### src/rtl/uart_pkg.sv
`default_nettype none
// +--------------------------------------------------------------------------+
// | uart_pkg : parity codes, receiver states and index-width helper shared   |
// |            by the UART transmitter and receiver.                Rev 1.0  |
// +--------------------------------------------------------------------------+
package uart_pkg;

    localparam int PARITY_NONE = 0;
    localparam int PARITY_ODD  = 1;
    localparam int PARITY_EVEN = 2;

    typedef enum logic [2:0] {
        RX_IDLE   = 3'd0,
        RX_START  = 3'd1,
        RX_DATA   = 3'd2,
        RX_PARITY = 3'd3,
        RX_STOP   = 3'd4,
        RX_BREAK  = 3'd5
    } rx_state_t;

    // Counter width able to index n items, never narrower than one bit.
    function automatic int idx_width(input int n);
        return (n <= 2) ? 1 : $clog2(n);
    endfunction

endpackage
`default_nettype wire

### src/rtl/sync_2ff.sv
`default_nettype none
// +--------------------------------------------------------------------------+
// | sync_2ff : two-flop synchronizer for asynchronous pins.        Rev 1.0  |
// +--------------------------------------------------------------------------+
module sync_2ff #(
    parameter int               WIDTH       = 1,
    parameter logic [WIDTH-1:0] RESET_VALUE = '1
) (
    input  logic             clk,
    input  logic             rst,
    input  logic [WIDTH-1:0] d_i,
    output logic [WIDTH-1:0] q_o
);

    logic [WIDTH-1:0] meta_q;
    logic [WIDTH-1:0] sync_q;

    always_ff @(posedge clk or posedge rst) begin
        if (rst) begin
            meta_q <= RESET_VALUE;
            sync_q <= RESET_VALUE;
        end else begin
            meta_q <= d_i;
            sync_q <= meta_q;
        end
    end

    assign q_o = sync_q;

endmodule
`default_nettype wire

### src/rtl/uart_receiver.sv
`default_nettype none
// +--------------------------------------------------------------------------+
// | uart_receiver : mid-bit sampling UART receiver with valid/ready output   |
// |                 and framing/parity/overrun error pulses.       Rev 1.0  |
// +--------------------------------------------------------------------------+
module uart_receiver
    import uart_pkg::*;
#(
    parameter int BAUD_2_CLOCK_RATIO = 1250,
    parameter int UART_DATA_BITS     = 8,
    parameter int UART_STOP_BITS     = 2,
    parameter int UART_PARITY        = 0
) (
    input  logic                      clk,
    input  logic                      rst,
    input  logic                      rx,
    output logic [UART_DATA_BITS-1:0] dout,
    output logic                      dout_valid,
    input  logic                      dout_ready,
    output logic                      frame_err,
    output logic                      parity_err,
    output logic                      overrun_err,
    output logic                      busy
);

    localparam int CNT_W  = $clog2(BAUD_2_CLOCK_RATIO);
    localparam int BIT_W  = idx_width(UART_DATA_BITS);
    localparam int STOP_W = idx_width(UART_STOP_BITS);

    localparam logic [CNT_W-1:0]  c_HALF_LOAD = CNT_W'(BAUD_2_CLOCK_RATIO / 2 - 1);
    localparam logic [CNT_W-1:0]  c_FULL_LOAD = CNT_W'(BAUD_2_CLOCK_RATIO - 1);
    localparam logic [BIT_W-1:0]  c_LAST_BIT  = BIT_W'(UART_DATA_BITS - 1);
    localparam logic [STOP_W-1:0] c_LAST_STOP = STOP_W'(UART_STOP_BITS - 1);

    logic w_rxs;

    sync_2ff #(
        .WIDTH       (1),
        .RESET_VALUE (1'b1)
    ) u_sync (
        .clk (clk),
        .rst (rst),
        .d_i (rx),
        .q_o (w_rxs)
    );

    rx_state_t                 state_q, state_d;
    logic [CNT_W-1:0]          cnt_q, cnt_d;
    logic [BIT_W-1:0]          bit_idx_q, bit_idx_d;
    logic [STOP_W-1:0]         stop_idx_q, stop_idx_d;
    logic [UART_DATA_BITS-1:0] sr_q, sr_d;
    logic [UART_DATA_BITS-1:0] dout_q, dout_d;
    logic                      prev_q, par_err_q, par_err_d;
    logic                      dout_valid_q, dout_valid_d;
    logic                      frame_err_q, frame_err_d;
    logic                      parity_err_q, parity_err_d;
    logic                      overrun_q, overrun_d;
    logic                      w_tick, w_par_exp, w_word_done;

    assign w_tick    = (cnt_q == '0);
    assign w_par_exp = (UART_PARITY == PARITY_ODD) ? ~^sr_q : ^sr_q;

    always_ff @(posedge clk or posedge rst) begin
        if (rst) begin
            state_q      <= RX_IDLE;
            cnt_q        <= '0;
            bit_idx_q    <= '0;
            stop_idx_q   <= '0;
            sr_q         <= '0;
            dout_q       <= '0;
            prev_q       <= 1'b1;
            par_err_q    <= 1'b0;
            dout_valid_q <= 1'b0;
            frame_err_q  <= 1'b0;
            parity_err_q <= 1'b0;
            overrun_q    <= 1'b0;
        end else begin
            state_q      <= state_d;
            cnt_q        <= cnt_d;
            bit_idx_q    <= bit_idx_d;
            stop_idx_q   <= stop_idx_d;
            sr_q         <= sr_d;
            dout_q       <= dout_d;
            prev_q       <= w_rxs;
            par_err_q    <= par_err_d;
            dout_valid_q <= dout_valid_d;
            frame_err_q  <= frame_err_d;
            parity_err_q <= parity_err_d;
            overrun_q    <= overrun_d;
        end
    end

    always_comb begin
        state_d      = state_q;
        cnt_d        = w_tick ? c_FULL_LOAD : cnt_q - 1'b1;
        bit_idx_d    = bit_idx_q;
        stop_idx_d   = stop_idx_q;
        sr_d         = sr_q;
        dout_d       = dout_q;
        par_err_d    = par_err_q;
        dout_valid_d = dout_valid_q;
        frame_err_d  = 1'b0;
        parity_err_d = 1'b0;
        overrun_d    = 1'b0;
        w_word_done  = 1'b0;

        case (state_q)
            RX_IDLE: begin
                cnt_d = cnt_q;
                if (prev_q && !w_rxs) begin
                    state_d   = RX_START;
                    cnt_d     = c_HALF_LOAD;
                    par_err_d = 1'b0;
                end
            end
            RX_START: begin
                if (w_tick) begin
                    state_d   = w_rxs ? RX_IDLE : RX_DATA;
                    bit_idx_d = '0;
                end
            end
            RX_DATA: begin
                if (w_tick) begin
                    sr_d      = {w_rxs, sr_q[UART_DATA_BITS-1:1]};
                    bit_idx_d = bit_idx_q + 1'b1;
                    if (bit_idx_q == c_LAST_BIT) begin
                        state_d    = (UART_PARITY != PARITY_NONE) ? RX_PARITY : RX_STOP;
                        stop_idx_d = '0;
                    end
                end
            end
            RX_PARITY: begin
                if (w_tick) begin
                    par_err_d  = (w_rxs != w_par_exp);
                    state_d    = RX_STOP;
                    stop_idx_d = '0;
                end
            end
            RX_STOP: begin
                if (w_tick) begin
                    if (!w_rxs) begin
                        frame_err_d = 1'b1;
                        state_d     = RX_BREAK;
                    end else if (stop_idx_q == c_LAST_STOP) begin
                        state_d = RX_IDLE;
                        if (par_err_q) parity_err_d = 1'b1;
                        else           w_word_done  = 1'b1;
                    end else begin
                        stop_idx_d = stop_idx_q + 1'b1;
                    end
                end
            end
            RX_BREAK: begin
                if (w_rxs) state_d = RX_IDLE;
            end
            default: state_d = RX_IDLE;
        endcase

        // A word may land in the same cycle the previous one is consumed.
        if (dout_valid_q && dout_ready) dout_valid_d = 1'b0;
        if (w_word_done) begin
            if (!dout_valid_q || dout_ready) begin
                dout_d       = sr_q;
                dout_valid_d = 1'b1;
            end else begin
                overrun_d = 1'b1;
            end
        end
    end

    assign dout        = dout_q;
    assign dout_valid  = dout_valid_q;
    assign frame_err   = frame_err_q;
    assign parity_err  = parity_err_q;
    assign overrun_err = overrun_q;
    assign busy        = (state_q != RX_IDLE);

endmodule
`default_nettype wire

### config.mk
export PLATFORM = sky130hd
export DESIGN_NAME = uart_receiver
export DESIGN_NICKNAME = d
export VERILOG_FILES = /design/src/rtl/uart_pkg.sv /design/src/rtl/sync_2ff.sv /design/src/rtl/uart_receiver.sv
export SDC_FILE = /design/constraint.sdc
export NUM_CORES = 1
export LEC_CHECK = 0
export CAP_MARGIN = 20
export CORE_MARGIN = 2
export CORE_UTILIZATION = 61
export CTS_CLUSTER_SIZE = 10
export DETAILED_ROUTE_END_ITERATION = 8
export GPL_TIMING_DRIVEN = 0
export HOLD_SLACK_MARGIN = 0.12
export PLACE_DENSITY = 0.83
export SETUP_SLACK_MARGIN = 0.3
export SLEW_MARGIN = 5
export SYNTH_ARGS = -nofsm -noshare
export SYNTH_HDL_FRONTEND = slang
export SYNTH_SLANG_ARGS = --single-unit
### constraint.sdc
create_clock -name clk -period 5.85 [get_ports clk]
set_input_delay 0.8775 -clock clk [delete_from_list [all_inputs] [get_ports clk]]
set_output_delay 0.8775 -clock clk [all_outputs]
set_load 0.02 [all_outputs]
==> results of run 1 <==
worst max-delay path, stage by stage, from the launching register on:
cell	delay, ps
dfrtp_1	370
clkbuf_1	170
nor3_1	520
inv_1	130
clkbuf_1	270
clkdlybuf4s50_1	610
routing by layer:
metal  routed length, um  part of all wire, %
met4                  55                  1.4
met5                   0                    0
met1                1640                   41
met3                 154                  3.8
met2                2170                   54
stage by stage:
| step | hold WS (ps) | cell area [um2] | cells | setup slack [ps] | power (W) |
|---|---|---|---|---|---|
| final | 366 | 2370 | 260 | 2570 | 0.000751 |
| after global placement | 347 | 2290 | 252 | 3010 | 0.000565 |
| after detailed placement | 348 | 2290 | 252 | 3020 | 0.000579 |
| after CTS | 365 | 2370 | 260 | 2610 | 0.000751 |
| after global routing | 368 | 2370 | 260 | 2490 | 0.000800 |
| after floorplan | 345 | 2070 | 190 | 3230 | 0.000520 |
power groups by stage:
stage / clock network (W) / registers [W] / logic, W
global route: 0.000191 / 0.000359 / 0.000250
finish: 0.000173 / 0.000355 / 0.000223
CTS: 0.000177 / 0.000353 / 0.000221
global placement: 0 / 0.000356 / 0.000209
detailed placement: 0 / 0.000359 / 0.000220
floorplan: 0 / 0.000349 / 0.000171
cell usage in the layout (no fill, tap or decap), drive strengths merged, types with 5 or more instances in the layout:
cell and instances:
clkdlybuf4s50 16, nor2 11, nor3 8, nand3 5, a21oi 9, mux2 18, clkbuf 15, inv 6
dfrtp 39, nand2 14, o21ai 10, or3 6, xnor2 7
kinds of logic (layout without fill, tap and decap cells):
| kind of cell | after synthesis | in the layout |
|---|---|---|
| buffers and inverters | 16 | 40 |
| AND/OR/NAND/NOR | 66 | 66 |
| multiplexers | 19 | 19 |
| flip-flops | 42 | 42 |
| XOR/XNOR | 8 | 8 |
| AO/OA/AOI/OAI | 35 | 35 |
| adder cells (fa/ha/maj) | 4 | 4 |
sequential cells by signal, indices dropped and copies added (netlist names):
name,count
stop_idx_q,1
parity_err,1
u_sync.meta_q,1
dout_valid,1
par_err_q,1
cnt_q,11
bit_idx_q,3
dout,8
u_sync.q_o,1
overrun_err,1
state_q,3
sr_q,8
frame_err,1
prev_q,1
cell type report:
class,instances,area [um2]
Sequential cell,42,1050
Multi-Input combinational cell,132,945
Fill cell,255,918
Timing Repair Buffer,16,160
Clock buffer,8,78.8
Tap cell,46,57.6
Buffer,10,47.5
Inverter,6,22.5
worst max-delay path by stage:
stage | from | endpoint | slack [ps] | depth (start not counted)
2_1_floorplan | cnt_q[7] | dout[0] | 3230 | 8
3_3_place_gp | state_q[1] | busy | 3010 | 5
3_5_place_dp | state_q[1] | busy | 3020 | 5
4_1_cts | state_q[1] | busy | 2610 | 5
5_1_grt | state_q[1] | busy | 2490 | 5
6_report | state_q[1] | busy | 2570 | 5
==> run summary, run 1 <==
HP Start: u_sync.meta_q
required time worst endpoint: 4970 ps
met2 GRT Util: 41.7%
met3 Use GR: 5.25%
Final Max Tran Viols: 0
cts repair resizes: 0
Starting Density: 63.0%
Worst IR Drop VDD: 0.236 mV
Die Width: 62.2 um
logic gate share of total power: 29.7%
XOR/XNOR Fraction of Synth Area: 3.39%
synthesized cell area: 2070 um2
Skew-Pair Late Insertion Delay: 350 ps
area fraction in compound gates after synthesis: 10.8%
P_sw: 0.000262 W
largest net degree at the start of global routing: 43
TritonCTS Buffers: 5
Power Density: 317 nW/um2
cell taking the most area after synthesis: dfrtp_1
# setup viols final: 0
share of cells above drive strength 1: 16.8%
Post-Synthesis Cells: 190
syn nets: 198
Netlist cell types: 43
starting DRC count in detailed routing: 111
Switching Share: 34.9%
H-tree depth: 2
top post-synthesis cells by count: dfrtp_1 (39), nand2_1 (14), nor2_1 (11)
post-synthesis simple-gate area fraction: 17.4%
Post-CTS Setup Bufs: 0
Routed WL: 4020 um
worst-case reg-to-reg path depth: 8
Max-slew headroom: 31.7%
most common cell in the netlist: dfrtp_1
minimum clock period: 3280 ps
# diodes: 0
Final ANT Viol Nets: 0
Leakage: 1.04 nW
Fin. Hold Viols: 0
global-route wire length before repair: 7120 um
Die Y: 62.2 um
Int Pwr: 0.000489 W
Core Util, Final: 72.0%
P&R area growth vs syn: 14.3%
Post-Syn Area per Cell: 10.9 um2
post-synthesis sequential area ratio: 51.0%
Startpoint Class: flip-flop
most frequently used flop master after synthesis: dfrtp_1
DR WL/cell: 15.4 um
Clock Skews: 13.9 ps
Tcrit/Tclk final: 56.1%
Layout Nets: 221
CP arrival: 2410 ps
Worst Path Max Fanout: 10
antenna violations before repair: 0
FF-to-FF End: dout[4]
Hold Path Depth: 0
status: finished, final reports clean
Area contributors post-synth: dfrtp_1 (47%), mux2_4 (5.8%), mux2_2 (5.4%)
clock buffer depth: 2
RD Place Congestion: 0.899
unrepaired setup endpoints after global routing: no
Yosys reg bits: 42
hold endpoint: u_sync.q_o
# hold bufs at CTS: 0
worst hold path class: flip-flop to flip-flop
# clock sinks: 42
Ports: 17
sequential share of power: 47.2%
clock power share: 23.1%
Vias per Instance: 6.07
setup_tns: 0 ps
GRT Resource Usage Total: 23.1%
largest family of logic cells by synthesized area: simple AND/OR/NAND/NOR gates
GRT overflow: 0
met1 GRT Util: 27.0%
WS Path Type: flip-flop to output pin
number of detailed-route iterations in the first pass: 5
reg2reg setup slack: 3020 ps
row count: 21
Port Buf Inserts: 16
Max Freq: 0.304 GHz
clock root cell: clkbuf_4
proportion of synthesized area in mux cells: 11.7%
DR vias: 1,577
most used routing layer: met2
Synth Area in Adders: 2.42%
clk slew on worst S/H paths: 110 ps
worst-margin pin slew: 1020 ps
Placeable Area: 3280 um2
drt drc: 0
fraction of registers with async set/reset: 100%
RR Startpoint: cnt_q[7]
CTS tree: done
crit end category: output pin
hpwl dp: 2890 um
Post-synth EDFFs: 0
synth warn: 0
max-cap violations: 0
Total Die Area: 3870 um2
Yosys top cell area share: 47.2%
vias in the first global route: 1,590
No activity file was read; power rests on OpenSTA's default activity.
==> run 2: changes to the inputs <==
CORE_UTILIZATION = 51   (was 61)
PLACE_DENSITY = 0.74   (was 0.83)
clock period = 2.84 ns   (was 5.85 ns; I/O delays follow)
==> run 2 against run 1 <==
Final cell count rose by 7.7%. Total power rose by 130%. Clock-buffer cell count did not move. Hold slack got worse by 6.4 ps.
==> run summary, run 2 (synthesized netlist as in run 1, its figures left out) <==
crit end category: flip-flop
Die Width: 67.7 um
DR vias: 1,594
TritonCTS Buffers: 5
# setup viols final: 0
unrepaired setup endpoints after global routing: yes
setup_tns: 0 ps
Skew-Pair Late Insertion Delay: 300 ps
# diodes: 0
# clock sinks: 42
required time worst endpoint: 3010 ps
commonest non-fill, non-tap cell in the layout: dfrtp_1
Layout Nets: 237
row count: 23
Clock Skews: 13.7 ps
Core Util, Final: 65.9%
max-cap violations: 0
peak per-stage delay on the critical path: 540 ps
GRT Resource Usage Total: 21.7%
Ports: 17
Max-slew headroom: 36.4%
Final Max Tran Viols: 0
Port Buf Inserts: 16
worst-margin pin slew: 945 ps
share of cells above drive strength 1: 25.2%
# hold bufs at CTS: 0
WS Path Type: flip-flop to flip-flop
clock root cell: clkbuf_8
Max Freq: 0.376 GHz
Leakage: 1.16 nW
H-tree depth: 2
Tcrit/Tclk final: 93.7%
Starting Density: 52.5%
CP arrival: 2830 ps
CTS tree: done
Power Density: 657 nW/um2
antenna violations before repair: 0
number of detailed-route iterations in the first pass: 4
hold_ws: 360 ps
hpwl dp: 2880 um
vias in the first global route: 1,571
P&R area growth vs syn: 25.5%
Worst IR Drop VDD: 0.362 mV
Routed WL: 4430 um
final worst slack: 180 ps
largest reg by FF count: cnt_q
DR WL/cell: 15.8 um
minimum clock period: 2660 ps
global-route wire length before repair: 7200 um
Worst Path Max Fanout: 8
crit path cell chain: or4_4 -> buf_6 -> or3_4 -> buf_6 -> or3_4 -> nor2b_4 -> buf_8 -> mux2_4
CP max-delay cell: or4_4
Final ANT Viol Nets: 0
Fin. Hold Viols: 0
Placeable Area: 3940 um2
clk slew on worst S/H paths: 80 ps
pre-CTS WS: 76.2 ps
Startpoint Class: flip-flop
max reg flops: 11
Die Y: 67.7 um
RD Place Congestion: 0.929
GRT overflow: 0
drt drc: 0
commonest cells after routing, fill and taps aside: dfrtp_1 (39), clkdlybuf4s50_1 (15), buf_4 (15), nand2_1 (14), nor2_1 (11)
worst hold path class: flip-flop to flip-flop
largest net degree at the start of global routing: 43
status: finished, final reports clean
Total Die Area: 4580 um2
clock buffer depth: 2
Vias per Instance: 5.69
starting DRC count in detailed routing: 134
run 2: cell count changes in the layout (fill, tap and decap cells not counted), sizes merged:
cell / change
buf: +17
clkdlybuf4s50: -1
clkbuf: -1
dlymetal6s2s: +1
run 2: per-layer routing:
| layer | up-vias | global-route usage [%] | share of wire (%) |
|---|---|---|---|
| met1 | 798 | 24.8 | 41 |
| met3 | 11 | 5.50 | 3.8 |
| met2 | 31 | 36.8 | 53 |
| met4 | 0 | 12.0 | 2.9 |
| li1 | 754 | - | - |
| met5 | - | 0 | 0 |
run 2: power breakdown:
part	internal (W)	switching [W]
Combinational	0.000246	0.000342
Clock	0.000198	0.000195
Sequential	0.000662	0.0000624
run 2: cell type report:
| class | instances | area [um2] |
|---|---|---|
| fill | 296 | 1350 |
| sequential | 42 | 1050 |
| multi-input combinational | 132 | 1000 |
| timing repair buffer | 32 | 290 |
| clock buffer | 8 | 90.1 |
| buffer | 10 | 72.6 |
| tap | 50 | 62.6 |
| inverter | 6 | 22.5 |
run 2: critical path, delay by kind of cell, from the launching register on:
| kind | cells | cell delay [ps] |
|---|---|---|
| buffers and inverters | 3 | 410 |
| DFF | 1 | 400 |
| muxes | 1 | 300 |
| and+or+nand+nor | 4 | 1420 |
run 2: through the flow:
| step | area (um2) | power (W) | std cells |
|---|---|---|---|
| global placement | 2310 | 0.00117 | 256 |
| floorplan | 2080 | 0.00107 | 190 |
| CTS | 2490 | 0.00166 | 271 |
| global route | 2600 | 0.00182 | 280 |
| finish | 2600 | 0.00171 | 280 |
| detailed placement | 2310 | 0.00120 | 256 |
run 2: what timing repair did:
item,in CTS,in global routing
cloned,0,0
setup endpoints to repair,19,25
buffers inserted,7,9
resized for setup,7,12
pin swaps,4,4
run 2: final timing paths:
kind	start	end	slack [ps]	cells past startpoint
setup reg to reg	cnt_q[4]	dout[6]	180	8
hold / removal	u_sync.meta_q	u_sync.q_o	360	0
max in group asynchronous	rst	bit_idx_q[1]	1660	2
hold reg to reg	u_sync.meta_q	u_sync.q_o	360	0
setup / recovery	cnt_q[4]	dout[6]	180	8
min in group asynchronous	rst	cnt_q[5]	630	2
==> run 3: changes to the inputs <==
CORE_UTILIZATION = 61   (was 51)
PLACE_DENSITY = 0.83   (was 0.74)
clock period = 3.3 ns   (was 2.84 ns; I/O delays follow)
==> results of run 3 <==
Same layout as run 1 (identical final DEF). Status: finished, final reports clean.
Main changes from that run: setup slack after placement 3020 ps -> 508 ps; setup slack after layout 2570 ps -> 398 ps; register-to-register setup slack 3020 ps -> 470 ps; total power 0.000751 W -> 0.00133 W; worst IR drop on VDD 0.236 mV -> 0.418 mV
